## config.mk

```make
export PLATFORM = sky130hd
export DESIGN_NAME = executor
export DESIGN_NICKNAME = d
export VERILOG_FILES = /design/src/rtl/executor.sv
export SDC_FILE = /design/constraint.sdc
export NUM_CORES = 1
export LEC_CHECK = 0
export CAP_MARGIN = 25
export CELL_PAD_IN_SITES_DETAIL_PLACEMENT = 1
export CELL_PAD_IN_SITES_GLOBAL_PLACEMENT = 1
export CORE_MARGIN = 4
export CORE_UTILIZATION = 31
export DETAILED_ROUTE_END_ITERATION = 16
export PLACE_DENSITY = 0.8
export SLEW_MARGIN = 20
export SYNTH_ARGS = -nofsm -noshare
export SYNTH_HDL_FRONTEND = slang
export SYNTH_SLANG_ARGS = --single-unit
```

## constraint.sdc

```tcl
create_clock -name clock -period 16.3 [get_ports clock]
set_clock_uncertainty 0.1 [all_clocks]
set_input_delay 3.26 -clock clock [delete_from_list [all_inputs] [get_ports clock]]
set_output_delay 3.26 -clock clock [all_outputs]
set_load 0.05 [all_outputs]
```

## src/rtl/executor.sv

```systemverilog
// executor: single-issue execute stage (ALU, branch resolve, halt, illegal-op flag).
// Define EXECUTOR_MUL_EN to build the 32-cycle shift-add multiplier and its MUL_BUSY state.
module executor (
    input  logic         clock,
    input  logic         reset,
    input  logic [175:0] ID_EX,
    input  logic         id_valid,
    output logic         ex_ready,
    output logic [38:0]  EX_WB,
    output logic         branch_taken,
    output logic [31:0]  branch_target,
    output logic         halted,
    output logic         err
);
`ifdef EXECUTOR_MUL_EN
    typedef enum logic [1:0] {RUN = 2'd0, MUL_BUSY = 2'd1, HALTED = 2'd2} state_e;
`else
    typedef enum logic [1:0] {RUN = 2'd0, HALTED = 2'd2} state_e;
`endif

    state_e      state_q, state_d;
    logic [38:0] ex_wb_q, ex_wb_d;
    logic        br_taken_q, br_taken_d;
    logic [31:0] br_target_q, br_target_d;
    logic        halted_q, halted_d;
    logic        err_q, err_d;

    logic [31:0] instr, pc, rs, rt, imm;
    logic [15:0] ctrl;
    logic [4:0]  shamt;
    logic        accept;

    assign instr = ID_EX[31:0];
    assign pc    = ID_EX[63:32];
    assign rs    = ID_EX[95:64];
    assign rt    = ID_EX[127:96];
    assign imm   = ID_EX[159:128];
    assign ctrl  = ID_EX[175:160];
    assign shamt = instr[10:6];

    logic unused_bits;
    assign unused_bits = ^{instr[31:21], instr[5:0], imm[31:30]};

    assign ex_ready      = (state_q == RUN);
    assign accept        = id_valid && ex_ready;
    assign EX_WB         = ex_wb_q;
    assign branch_taken  = br_taken_q;
    assign branch_target = br_target_q;
    assign halted        = halted_q;
    assign err           = err_q;

    // Anything other than exactly one recognised control bit is illegal.
    logic        op_legal, op_we, op_br, op_mul, op_hlt;
    logic [31:0] op_res;
    logic [4:0]  op_dest;

    always_comb begin
        op_legal = 1'b1;
        op_we    = 1'b0;
        op_br    = 1'b0;
        op_mul   = 1'b0;
        op_hlt   = 1'b0;
        op_res   = '0;
        op_dest  = '0;
        case (ctrl)
            16'h0001: begin op_res = rs + rt;      op_dest = instr[15:11]; op_we = 1'b1; end
            16'h0002: begin op_res = rs - rt;      op_dest = instr[15:11]; op_we = 1'b1; end
            16'h0004: begin op_res = imm;          op_dest = instr[20:16]; op_we = 1'b1; end
            16'h0008: begin op_res = rt << shamt;  op_dest = instr[15:11]; op_we = 1'b1; end
            16'h0010: begin op_res = rt >> shamt;  op_dest = instr[15:11]; op_we = 1'b1; end
            16'h0020: begin op_res = rs & rt;      op_dest = instr[15:11]; op_we = 1'b1; end
            16'h0040: begin op_res = rs | rt;      op_dest = instr[15:11]; op_we = 1'b1; end
            16'h0080: begin op_res = rs ^ rt;      op_dest = instr[15:11]; op_we = 1'b1; end
            16'h0100: op_br = 1'b1;
            16'h0200: op_br = (rs != rt);
            16'h0400: begin op_res = rs;           op_dest = instr[15:11]; op_we = 1'b1; end
            16'h0800: begin op_res = rs + imm;     op_dest = instr[20:16]; op_we = 1'b1; end
`ifdef EXECUTOR_MUL_EN
            16'h1000: begin op_mul = 1'b1;         op_dest = instr[15:11]; end
`endif
            16'h2000: op_hlt = 1'b1;
            16'h4000: begin end
            default:  op_legal = 1'b0;
        endcase
    end

`ifdef EXECUTOR_MUL_EN
    logic [4:0]  cnt_q, cnt_d;
    logic [31:0] mcand_q, mcand_d, mplier_q, mplier_d, acc_q, acc_d;
    logic [4:0]  mul_dest_q, mul_dest_d;
`endif

    always_comb begin
        state_d     = state_q;
        ex_wb_d     = '0;
        br_taken_d  = 1'b0;
        br_target_d = br_target_q;
        halted_d    = halted_q;
        err_d       = err_q;
`ifdef EXECUTOR_MUL_EN
        cnt_d      = cnt_q;
        mcand_d    = mcand_q;
        mplier_d   = mplier_q;
        acc_d      = acc_q;
        mul_dest_d = mul_dest_q;
`endif
        case (state_q)
            RUN: begin
                if (accept) begin
                    if (!op_legal) begin
                        ex_wb_d = {1'b1, 1'b0, 5'd0, 32'd0};
                        err_d   = 1'b1;
`ifdef EXECUTOR_MUL_EN
                    end else if (op_mul) begin
                        state_d    = MUL_BUSY;
                        cnt_d      = 5'd0;
                        mcand_d    = rs;
                        mplier_d   = rt;
                        acc_d      = '0;
                        mul_dest_d = op_dest;
`endif
                    end else begin
                        ex_wb_d = {1'b1, op_we, op_dest, op_res};
                        if (op_br) begin
                            br_taken_d  = 1'b1;
                            br_target_d = pc + 32'd4 + {imm[29:0], 2'b00};
                        end
                        if (op_hlt) begin
                            state_d  = HALTED;
                            halted_d = 1'b1;
                        end
                    end
                end
            end
`ifdef EXECUTOR_MUL_EN
            // One partial product per cycle; the wrap from 31 closes the product.
            MUL_BUSY: begin
                acc_d    = acc_q + (mplier_q[0] ? mcand_q : 32'd0);
                mcand_d  = mcand_q << 1;
                mplier_d = mplier_q >> 1;
                cnt_d    = cnt_q + 5'd1;
                if (cnt_q == 5'd31) begin
                    state_d = RUN;
                    ex_wb_d = {1'b1, 1'b1, mul_dest_q, acc_d};
                end
            end
`endif
            default: begin end
        endcase
    end

    always_ff @(posedge clock) begin
        if (reset) begin
            state_q     <= RUN;
            ex_wb_q     <= '0;
            br_taken_q  <= 1'b0;
            br_target_q <= '0;
            halted_q    <= 1'b0;
            err_q       <= 1'b0;
`ifdef EXECUTOR_MUL_EN
            cnt_q      <= '0;
            mcand_q    <= '0;
            mplier_q   <= '0;
            acc_q      <= '0;
            mul_dest_q <= '0;
`endif
        end else begin
            state_q     <= state_d;
            ex_wb_q     <= ex_wb_d;
            br_taken_q  <= br_taken_d;
            br_target_q <= br_target_d;
            halted_q    <= halted_d;
            err_q       <= err_d;
`ifdef EXECUTOR_MUL_EN
            cnt_q      <= cnt_d;
            mcand_q    <= mcand_d;
            mplier_q   <= mplier_d;
            acc_q      <= acc_d;
            mul_dest_q <= mul_dest_d;
`endif
        end
    end
endmodule
```

Word level (Yosys, flattened, before mapping)
Cells that the tools add are included.
Widths: inputs -> output; s select.
- input port bits: 179
- word-level logic and storage cells: 52
- flip-flop bits (word level): 74
- shift operators: 2
- add/sub/neg operators: 5
- mux-type cells: 7
- reductions and logical operators: 11
- bitwise operators: 6
- eq/ne operators: 15
- operator list (cell ; number):
    $pmux 32 s10 ; 1
    $add 32x32->32 ; 3
    $add 32x3->32 const B ; 1
    $and 32x32->32 ; 1
    $ne 32x32->1 ; 1
    $or 32x32->32 ; 1
    $shl 32x5->32 ; 1
    $shr 32x5->32 ; 1
    $sub 32x32->32 ; 1
    $xor 32x32->32 ; 1
    $eq 16x1->1 const B ; 1
    $eq 16x10->1 const B ; 1
    $eq 16x11->1 const B ; 1
    $eq 16x12->1 const B ; 1
    $eq 16x14->1 const B ; 1
    $eq 16x15->1 const B ; 1
    $eq 16x2->1 const B ; 1
    $eq 16x3->1 const B ; 1
    $eq 16x4->1 const B ; 1
    $eq 16x5->1 const B ; 1
    $eq 16x6->1 const B ; 1
    $eq 16x7->1 const B ; 1
    $eq 16x8->1 const B ; 1
    $eq 16x9->1 const B ; 1
    14 further kinds ; 20

Depth between registers and ports, before layout
Gate-level depths: netlist of run 1.
- depth in word-level cells: 5
- depth in mapped cells: 21
- depth with buffers taken out: 19

Worst setup path before layout of run 1
OpenSTA, ideal clock, no wires.
- kind: input-to-reg
- start point: input port ID_EX[173]
- end point: register ex_wb_q[28] (netlist: EX_WB[28])
- data required time: 16.126 ns
- arrival time: 7.208 ns
- stages: 18
- library setup time: 0.074 ns
- setup slack: 8.918 ns
- path buffers: 2
- cell sequence: or4_4 > nor2_4 > nand3_2 > nor3b_2 > buf_4 > clkbuf_1 > o21ai_0 > ha_1 > fa_1 > nand3_1 > nand2_1 > a21oi_1 > o31ai_1 > a211o_1 > a41oi_1 > o21ai_0 > or4b_1 > a31oi_1
- word-level cells in the longest chain between the ends: 5
- RTL lines (what ; RTL line ; source):
    start: declaration ; 6 ; input logic [175:0] ID_EX,
    $eq 16x12->1, or another cell as far along ; 65 ; case (ctrl)
    $reduce_or 14->1 (no line) ; - ;
    $mux 1 ; 65 ;
    $not 1->1 (no line) ; - ;
    $reduce_or 4->1 (no line) ; - ;
    end signal: assignment ; 169 ; ex_wb_q <= ex_wb_d;
    end: declaration ; 22 ; logic [38:0] ex_wb_q, ex_wb_d;
Several ways; a longest one is shown, not always the timed one.
A chain may end at the register's enable or synchronous reset.

Worst setup path in the final report of run 1
Same ends and word-level chain as after synthesis.

==> results.md, run 1 <==
* Final RePlAce weighted congestion at 0.984
* Via density per instance at 5.99
* Area post-placement at 0.0159 sq mm
* Final number of max-transition violations at 0
* Worst hold path type: flop to flop
* Vertical die dimension at 214 um
* Routed len/inst at 24.6 um
* Clock latency at the later pin of the worst-skew pair at 0.36 ns
* PortBufs at 236
* IO Count at 254
* Worst Tran Pin Value at 1.03 ns
* Net count reported at finish at 2379
* Pre-CTS setup slack at 7.41 ns
* Max-cap viol count at 0
* Cell depth of the worst setup path at 19
* Num Clock Sinks at 74
* Synth-to-layout area growth at 23.6%
* Fraction of layout cells with a size suffix above 1 at 4.72%
* Initial antenna violation count at 3
* Critical Path Fanout Max at 65
* Total via count after detailed routing at 15280
* Int Pwr at 0.503 mW
* CTS Hold Buffers Added at 0
* Logic depth of the worst register-to-register path at 6
* Number of iterations in the first detailed-routing pass at 7
* Remaining routing DRC violations at 0
* Core Footprint at 0.0419 sq mm
* Global-route wire length before repair at 94300 um
* Most common flop cell mapped by yosys: sky130_fd_sc_hd__dfxtp_1
* Tcrit/Tclk final at 52.6%
* Unique masters post-synth at 88
* RSZ-0062 raised after global routing: no
* Post-CTS setup buffer count at 0
* Wire length after detailed routing at 62700 um
* Final HPWL DP at 50300 um
* Remaining antenna violation count after routing at 0
* Data required time of the critical path at 16.49 ns
* Switching part of the total at 41.2%
* Die Span X at 214 um
* Net count after synthesis at 2220
* Synthesized instance count at 1848
* Run status: finished, final reports clean
* Count of instances resized after the clock tree is built at 0
* Cell at the slowest stage of the critical path: sky130_fd_sc_hd__or4_4
* Max Fclk at 0.117 GHz
* Cell area after technology mapping at 0.0132 sq mm
* Reported leakage power at 6.58 nW
* Setup TNS Final at 0 ns
* Pwr per Cell Area at 52.5 mW/mm^2
* Number of buffers between clock root and the deepest sink at 2
* Setup violators final at 0
* Setup ws final at 7.73 ns
* CTS tree: yes
* Kind of critical path: input port to flop
* Sequential cell area fraction in the yosys report at 11.2%
* Global-route usage over all layers at 25.9%
* Per-instance average area after synthesis at 7.13 sq um
* Buffers and inverters on the worst path at 3
* Top Family by Delay on Critical Path: simple AND/OR/NAND/NOR gates
* Die Outline Area at 0.0459 sq mm
* Count of flip-flops with a built-in enable after synthesis at 0
* CP cell instances: clkdlybuf4s50_1 -> or4_4 -> nor2_4 -> nand3_2 -> nor3b_4 -> buf_4 -> o21ai_0 -> ha_1 -> fa_1 -> nand3_1 -> nand2_1 -> a21oi_1 -> o31ai_1 -> buf_4 -> a211o_1 -> a41oi_1 -> o21ai_0 -> or4b_1 -> a31oi_1
* GR Overflow Total at 0
* Standard-cell rows at 75
* Cell depth of the worst min-delay path at 2
* Arrival time reported for the critical path endpoint at 8.75 ns
* Flip-flop and latch count after synthesis at 74
* Final number of hold-violating endpoints at 0
* Kind of end point of the critical path: flop
* DRT iter0 DRCs at 1405
* Num CTS Buffers at 9
* Sequential share of power at 21.2%
* Net switching component of the power at 0.353 mW
* Delay contributed by the slowest stage of the critical path at 0.59 ns
* Clock tree root buffer cell: sky130_fd_sc_hd__clkbuf_16
* Worst IR drop on VDD at 0.0000368 V
* Count of fill cells added during filler insertion at 5227
* Async set or reset register ratio after synthesis at 0%
* Fin crit period at 8.57 ns
* Starting utilization of the core area at 31.4%
* Via count of the first global-routing pass at 15440
* Design area at 0.0163 sq mm
* Largest net degree at the start of global routing at 87
* Synth warn at 0
* Startpoint kind of the worst setup timing path: input port
* Relative max-transition margin at 30.8%
* H-tree levels at 3
* Proportion of power drawn by the clock network at 29.1%
* Share of total power in combinational logic at 49.7%
* Clock transition at path regs at 0.08 ns
-- layer usage --
metal | global-route usage [%] | wire length (um) | part of all wire (%)
met1 | 34.9 | 28100 | 45
met2 | 42.0 | 27900 | 44
met3 | 4.79 | 4490 | 7.2
met4 | 8.56 | 2300 | 3.7
met5 | 0 | 0 | 0
-- worst paths after layout --
path	start	endpoint	slack, ns
setup / recovery	ID_EX[173]	EX_WB[28]	7.73
hold / removal	branch_target[13]	branch_target[13]	0.36
hold reg to reg	branch_target[13]	branch_target[13]	0.36
setup reg to reg	state_q[1]	EX_WB[3]	14.00
-- worst min-delay path: cells and delay by family (launching register included) --
kind | cells | cell delay [ns]
simple gates | 1 | 0.05
compound gates | 1 | 0.05
flops | 1 | 0.31
-- cells in the mapped netlist (all sizes together) (5+ instances only) --
master   number  share of area (%)
a211o         5               0.33
a211oi       33                1.9
a21o         24                1.4
a21oi       167                6.3
a221o         5               0.38
a221oi       34                2.3
a222oi       16                1.2
a22oi        22                1.3
a31oi        21                1.0
and3         11               0.52
buf          38                1.5
clkbuf       72                2.1
dfxtp        74                 11
ha          190                 18
inv         112                3.2
mux2          6               0.51
mux2i        77                5.8
mux4         10                1.7
nand2       233                6.7
nand2b       16               0.76
nand3        26                1.0
nand4         9               0.47
nand4b        6               0.40
nor2        174                5.0
nor2b        12               0.57
nor3         31                1.2
nor3b         5               0.44
nor4         21                1.3
o2111ai      18                1.2
o211ai       26                1.6
o21a         10               0.57
o21ai       162                6.2
o21bai        8               0.46
o22ai         8               0.38
o31ai         7               0.40
or2          10               0.47
or3           8               0.38
or4           6               0.37
xnor2        53                3.5
xor2         25                1.7
-- cell type report --
class	instances	area, sq um	area share (%)
inverters	113	424	2.60
well taps	539	674	4.14
clock inverters	6	113	0.691
diodes	1	2.50	0.0154
repair buffers	258	2510	15.4
flip-flops and latches	74	1480	9.10
multi-input cells	1551	10800	66.6
clock buffers	10	239	1.47
-- sequential cells by signal (all words and copies together), names as in the netlist --
register / flops
EX_WB: 39
branch_taken: 1
state_q: 1
err: 1
branch_target: 32
-- power groups by stage --
| stage | sequential [mW] | clock [mW] | combinational, mW |
|---|---|---|---|
| floorplan | 0.187 | 0 | 0.259 |
| finish | 0.181 | 0.249 | 0.425 |
| global placement | 0.185 | 0 | 0.403 |
| detailed placement | 0.185 | 0 | 0.414 |
| global route | 0.181 | 0.262 | 0.460 |
| CTS | 0.181 | 0.255 | 0.417 |
-- cells by family after synthesis --
group | share of synthesized area, %
buf+inv | 6.76
flops | 11.2
fa+ha+maj | 18.5
xor+xnor | 5.18
compound gates | 29.9
simple gates | 20.4
mux | 8.07
-- placed cells by master (no fill, tap or decap), types with 21 or more instances in the layout --
cell and instances:
sky130_fd_sc_hd__clkdlybuf4s50_1 232, sky130_fd_sc_hd__nand2_1 231, sky130_fd_sc_hd__ha_1 190, sky130_fd_sc_hd__nor2_1 173, sky130_fd_sc_hd__a21oi_1 167, sky130_fd_sc_hd__o21ai_0 162, sky130_fd_sc_hd__inv_1 112, sky130_fd_sc_hd__mux2i_1 77
sky130_fd_sc_hd__dfxtp_1 74, sky130_fd_sc_hd__xnor2_1 53, sky130_fd_sc_hd__a211oi_1 33, sky130_fd_sc_hd__a221oi_1 33, sky130_fd_sc_hd__nor3_1 30, sky130_fd_sc_hd__nand3_1 25, sky130_fd_sc_hd__xor2_1 25, sky130_fd_sc_hd__o211ai_1 24
sky130_fd_sc_hd__a21o_1 24, sky130_fd_sc_hd__a22oi_1 22, sky130_fd_sc_hd__a31oi_1 21
-- through the flow --
stage                     power, mW  hold slack, ns  util [%]  instances
after floorplan               0.446           0.571         -       1848
after detailed placement      0.599           0.346      38.0       2534
after global routing          0.903           0.384      38.8       2552
final                         0.856           0.355      38.8       2552
after CTS                     0.853           0.356      38.8       2550
after global placement        0.589           0.339      37.9       2533
Note: power is estimated with default switching activity, not from simulation.
==> inputs of run 2 (changes only) <==
- clock period: 16.3 -> 8.3 ns (I/O delays scaled with it)
==> results.md, run 2 (synthesis results as in run 1) <==
* Setup TNS Final at 0 ns
* Worst hold path type: flop to flop
* Critical Path Most Common Cell: sky130_fd_sc_hd__a21oi_1
* H-tree levels at 3
* DRT iter0 DRCs at 1411
* Commonest non-fill, non-tap cell in the layout: sky130_fd_sc_hd__clkdlybuf4s50_1
* Remaining routing DRC violations at 0
* Startpoint of the most critical hold path: branch_target[0]
* Max-cap viol count at 0
* Number of buffers between clock root and the deepest sink at 2
* Reg-to-Reg Start: state_q[1]
* Starting utilization of the core area at 31.4%
* Count of instances resized after the clock tree is built at 0
* Reported leakage power at 6.56 nW
* CTS Hold Buffers Added at 0
* Setup violators final at 0
* Startpoint kind of the worst setup timing path: input port
* Pwr per Cell Area at 97.8 mW/mm^2
* Sequential share of power at 22.4%
* Critical Path Fanout Max at 18
* Clock transition at path regs at 0.06 ns
* Cell at the slowest stage of the critical path: sky130_fd_sc_hd__nor3b_4
* GR Overflow Total at 0
* Vertical die dimension at 214 um
* Kind of end point of the critical path: flop
* Final HPWL DP at 51400 um
* Initial antenna violation count at 2
* Number of iterations in the first detailed-routing pass at 6
* CTS tree: yes
* Arrival time reported for the critical path endpoint at 7.05 ns
* Post-CTS setup buffer count at 0
* CP cell instances: clkdlybuf4s50_1 -> or4_4 -> nor2_4 -> nand3_2 -> nor3b_4 -> buf_4 -> nand2_1 -> o21ai_0 -> ha_1 -> nor2b_1 -> a311o_1 -> a2111oi_4 -> a211oi_1 -> o211ai_2 -> a21oi_1 -> or3_1 -> a311oi_1 -> a21oi_1
* Worst IR drop on VDD at 0.0000804 V
* Design area at 0.0162 sq mm
* Max Fclk at 0.144 GHz
* Count of fill cells added during filler insertion at 5212
* Clock tree root buffer cell: sky130_fd_sc_hd__clkbuf_16
* Worst Tran Pin Value at 1.05 ns
* Delay contributed by the slowest stage of the critical path at 0.63 ns
* Cell depth of the worst min-delay path at 2
* Data required time of the critical path at 8.41 ns
* Max reg flops at 39
* Core Footprint at 0.0419 sq mm
* Int Pwr at 0.893 mW
* Num CTS Buffers at 9
* Kind of critical path: input port to flop
* Die Outline Area at 0.0459 sq mm
* Synth-to-layout area growth at 23.1%
* Global-route usage over all layers at 26.5%
* Fraction of layout cells with a size suffix above 1 at 4.81%
* Tcrit/Tclk final at 83.6%
* Run status: finished, final reports clean
* Sequential cell area at 0.00148 sq mm
* Via density per instance at 6.03
* Relative max-transition margin at 29.2%
* Overall power consumption at 1.59 mW
* Clock latency at the later pin of the worst-skew pair at 0.36 ns
* Via count of the first global-routing pass at 15797
* Global-route wire length before repair at 96100 um
* Num Clock Sinks at 74
* Logic depth of the worst register-to-register path at 6
* Start point of the critical path: ID_EX[173]
* Pre-CTS setup slack at 1.04 ns
* Area taken by multi-input logic gates at 0.0108 sq mm
* Proportion of power drawn by the clock network at 24.4%
* Commonest non-fill, non-tap cells in the layout: sky130_fd_sc_hd__clkdlybuf4s50_1, sky130_fd_sc_hd__nand2_1, sky130_fd_sc_hd__ha_1, sky130_fd_sc_hd__nor2_1, sky130_fd_sc_hd__a21oi_1
* Net switching component of the power at 0.694 mW
* Final RePlAce weighted congestion at 0.992
* Setup ws final at 1.36 ns
* Switching part of the total at 43.7%
* Total via count after detailed routing at 15414
* PortBufs at 236
* Share of total power in combinational logic at 53.2%
* Wire length after detailed routing at 63800 um
* RSZ-0062 raised after global routing: no
* Remaining antenna violation count after routing at 0
* Standard-cell rows at 75
* Die Span X at 214 um
* Routed len/inst at 25.0 um
* Area post-placement at 0.0160 sq mm
* IO Count at 254
* Largest net degree at the start of global routing at 61
* Net count reported at finish at 2383
* Final number of max-transition violations at 0
* Final number of hold-violating endpoints at 0
* Fin crit period at 6.94 ns
run 2: cell types whose count changed in the layout (fill, tap and decap cells not counted), sizes merged:
cell	delta
buf	+4
clkinvlp	+1
bufinv	-3
inv	-1
clkinv	+2
run 2: worst paths after layout:
check	to	slack, ns
max	EX_WB[29]	1.36
min	branch_target[0]	0.35
max reg2reg	EX_WB[18]	5.90
min reg2reg	branch_target[0]	0.35
run 2: cell type report:
class	count	area share, %
antenna	1	0.0154
sequential	74	9.13
timing repair buffer	262	15.6
clock inverter	5	0.193
clock buffer	10	1.47
multi-input combinational	1551	66.8
inverter	113	2.61
tap	539	4.16
run 2: power by group through the flow:
stage | logic [mW] | registers [mW] | clock network (mW)
final | 0.844 | 0.356 | 0.387
after detailed placement | 0.821 | 0.364 | 0
after floorplan | 0.509 | 0.367 | 0
after global routing | 0.911 | 0.356 | 0.413
after global placement | 0.797 | 0.364 | 0
after CTS | 0.826 | 0.356 | 0.401
run 2: through the flow:
stage / std cells / hold WS (ns) / util (%)
floorplan: 1848 / 0.571 / -
global placement: 2538 / 0.339 / 38.0
detailed placement: 2539 / 0.347 / 38.0
CTS: 2554 / 0.355 / 38.7
global route: 2554 / 0.365 / 38.7
finish: 2555 / 0.353 / 38.7
run 2: worst max-delay path: cells and delay by family:
family	cells	cell delay, ns
adder cells (fa/ha/maj)	1	0.32
AO/OA/AOI/OAI	8	2.13
buffers and inverters	2	0.80
AND/OR/NAND/NOR	7	2.11
run 2: routing by layer:
metal | global-route usage (%) | vias to the layer above | share of wire [%]
met5 | 0 | - | 0.020
met4 | 9.51 | 2 | 3.6
met3 | 5.94 | 143 | 8.1
met2 | 42.9 | 694 | 45
met1 | 34.9 | 7506 | 43
li1 | - | 7069 | -
==> inputs of run 3 (changes only) <==
- PLACE_DENSITY: 0.8 -> 0.82
- clock period: 8.3 -> 6.1 ns (I/O delays scaled with it)
==> results.md, run 3 (synthesis results as in run 1) <==
* Run status: finished, final reports clean
* Data required time of the critical path at 6.31 ns
* Count of fill cells added during filler insertion at 5226
* Setup violators final at 0
* Setup slack, reg-to-reg at 3.84 ns
* Initial antenna violation count at 2
* Die Outline Area at 0.0459 sq mm
* Commonest non-fill, non-tap cells in the layout: sky130_fd_sc_hd__clkdlybuf4s50_1, sky130_fd_sc_hd__nand2_1, sky130_fd_sc_hd__ha_1, sky130_fd_sc_hd__nor2_1, sky130_fd_sc_hd__a21oi_1
* Via count of the first global-routing pass at 16109
* Final number of hold-violating endpoints at 0
* Count of instances resized after the clock tree is built at 0
* Area taken by multi-input logic gates at 0.0108 sq mm
* Vertical die dimension at 214 um
* Cell at the slowest stage of the critical path: sky130_fd_sc_hd__or4_4
* Tcrit/Tclk final at 95.9%
* Sink of the worst hold path: branch_target[7]
* Startpoint of the most critical hold path: branch_target[7]
* Num CTS Buffers at 9
* Num Clock Sinks at 74
* Global-route wire length before repair at 98200 um
* Worst Tran Pin Value at 0.967 ns
* CP cell instances: clkdlybuf4s50_1 -> or4_4 -> nor2_4 -> nand3_2 -> nor3b_4 -> buf_12 -> buf_4 -> nand2_1 -> o21ai_0 -> ha_1 -> a21oi_1 -> o21ai_0 -> a21oi_1 -> o31ai_1 -> a211o_1 -> a41oi_1 -> o21ai_0 -> or4b_1 -> a31oi_1
* IO Count at 254
* Clock latency at the later pin of the worst-skew pair at 0.36 ns
* Kind of end point of the critical path: flop
* Worst hold path type: flop to flop
* Commonest non-fill, non-tap cell in the layout: sky130_fd_sc_hd__clkdlybuf4s50_1
* Largest net degree at the start of global routing at 60
* Cell depth of the worst min-delay path at 2
* Reported leakage power at 6.85 nW
* Sequential cell area at 0.00148 sq mm
* Number of buffers between clock root and the deepest sink at 2
* Die Span X at 214 um
* Capture instance of the worst register-to-register path: EX_WB[20]
* Final RePlAce weighted congestion at 0.985
* CTS Hold Buffers Added at 0
* Max reg flops at 39
* Final number of max-transition violations at 0
* Critical Path Most Common Cell: sky130_fd_sc_hd__o21ai_0
* Delay contributed by the slowest stage of the critical path at 0.58 ns
* Remaining routing DRC violations at 0
* Max-cap viol count at 0
* Starting utilization of the core area at 31.4%
* Via density per instance at 6.00
* GR Overflow Total at 0
* PortBufs at 236
* Reg-to-Reg Start: state_q[1]
* Clock transition at path regs at 0.07 ns
* DRT iter0 DRCs at 1541
* H-tree levels at 3
* Kind of critical path: input port to flop
* Wire length after detailed routing at 64800 um
* Global-route usage over all layers at 26.9%
* Hold slack final at 0.357 ns
* Core Footprint at 0.0419 sq mm
* Total via count after detailed routing at 15677
* Remaining antenna violation count after routing at 0
* Worst IR drop on VDD at 0.000104 V
* Critical Path Fanout Max at 15
* Synth-to-layout area growth at 26.8%
* Buffers and inverters on the worst path at 3
* Fraction of layout cells with a size suffix above 1 at 7.52%
* Post-CTS setup buffer count at 0
* Pwr per Cell Area at 133 mW/mm^2
* RSZ-0062 raised after global routing: no
* Logic depth of the worst register-to-register path at 7
* Max Fclk at 0.171 GHz
* Arrival time reported for the critical path endpoint at 6.06 ns
* Clock tree root buffer cell: sky130_fd_sc_hd__clkbuf_16
* Standard-cell rows at 75
* Relative max-transition margin at 35.1%
* Final HPWL DP at 52700 um
* CTS tree: yes
* Fin crit period at 5.85 ns
* Routed len/inst at 24.8 um
* Net count reported at finish at 2443
* Startpoint kind of the worst setup timing path: input port
* Number of iterations in the first detailed-routing pass at 5
* Start point of the critical path: ID_EX[173]
* Fin util at 39.8%
* Top Family by Delay on Critical Path: compound AO/OA/AOI/OAI gates
run 3: cell types whose count changed in the layout (fill, tap and decap cells not counted), sizes merged:
cell / before / now
clkbuf: 10 / 12
clkinvlp: 1 / 0
inv: 112 / 113
buf: 30 / 90
clkinv: 5 / 3
run 3: worst register-to-register path, delay by kind of cell (launching register included):
family	cells	cell delay (ns)
and+or+nand+nor	3	0.89
AOI/OAI and AO/OA	1	0.26
DFF	1	0.31
buffers and inverters	3	0.63
run 3: layout make-up:
cell class              count  area share, %
inverters                 113           2.54
multi-input cells        1551           64.8
diodes                      1         0.0150
repair buffers            322           18.0
clock inverters             3          0.135
clock buffers              12           1.59
flip-flops and latches     74           8.86
well taps                 539           4.04
run 3: stage by stage:
stage / power (mW) / setup slack, ns / cells / TNS [ns] / instance area (sq um)
after floorplan: 1.19 / 0.758 / 1848 / 0 / 13200
after global placement: 1.61 / 0.0151 / 2599 / 0 / 16400
after detailed placement: 1.65 / -0.113 / 2599 / -0.246 / 16400
after CTS: 2.21 / 0.278 / 2614 / 0 / 16700
after global routing: 2.35 / 0.0552 / 2615 / 0 / 16700
final: 2.22 / 0.250 / 2615 / 0 / 16700
run 3: how the worst max path moves through the flow:
stage           endpoint  slack (ns)  cells after the start
6_report       EX_WB[28]        0.25                     19
5_1_grt        EX_WB[28]        0.06                     19
4_1_cts        EX_WB[28]        0.28                     19
3_5_place_dp   EX_WB[28]       -0.11                     19
3_3_place_gp   EX_WB[28]        0.02                     18
2_1_floorplan  EX_WB[28]        0.76                     18
run 3: routing by layer:
metal	track usage, %	up-vias	wire length (um)
met5	0	-	13
met4	8.21	2	2050
met3	5.50	129	5100
met2	43.9	710	29300
met1	36.0	7647	28300
li1	-	7189	-
run 3: where the power goes:
group	total, mW	internal [mW]	switching, mW	leakage (nW)
registers	0.484	0.484	0.000399	0.596
logic	1.19	0.475	0.711	6.11
clock network	0.549	0.308	0.240	0.145
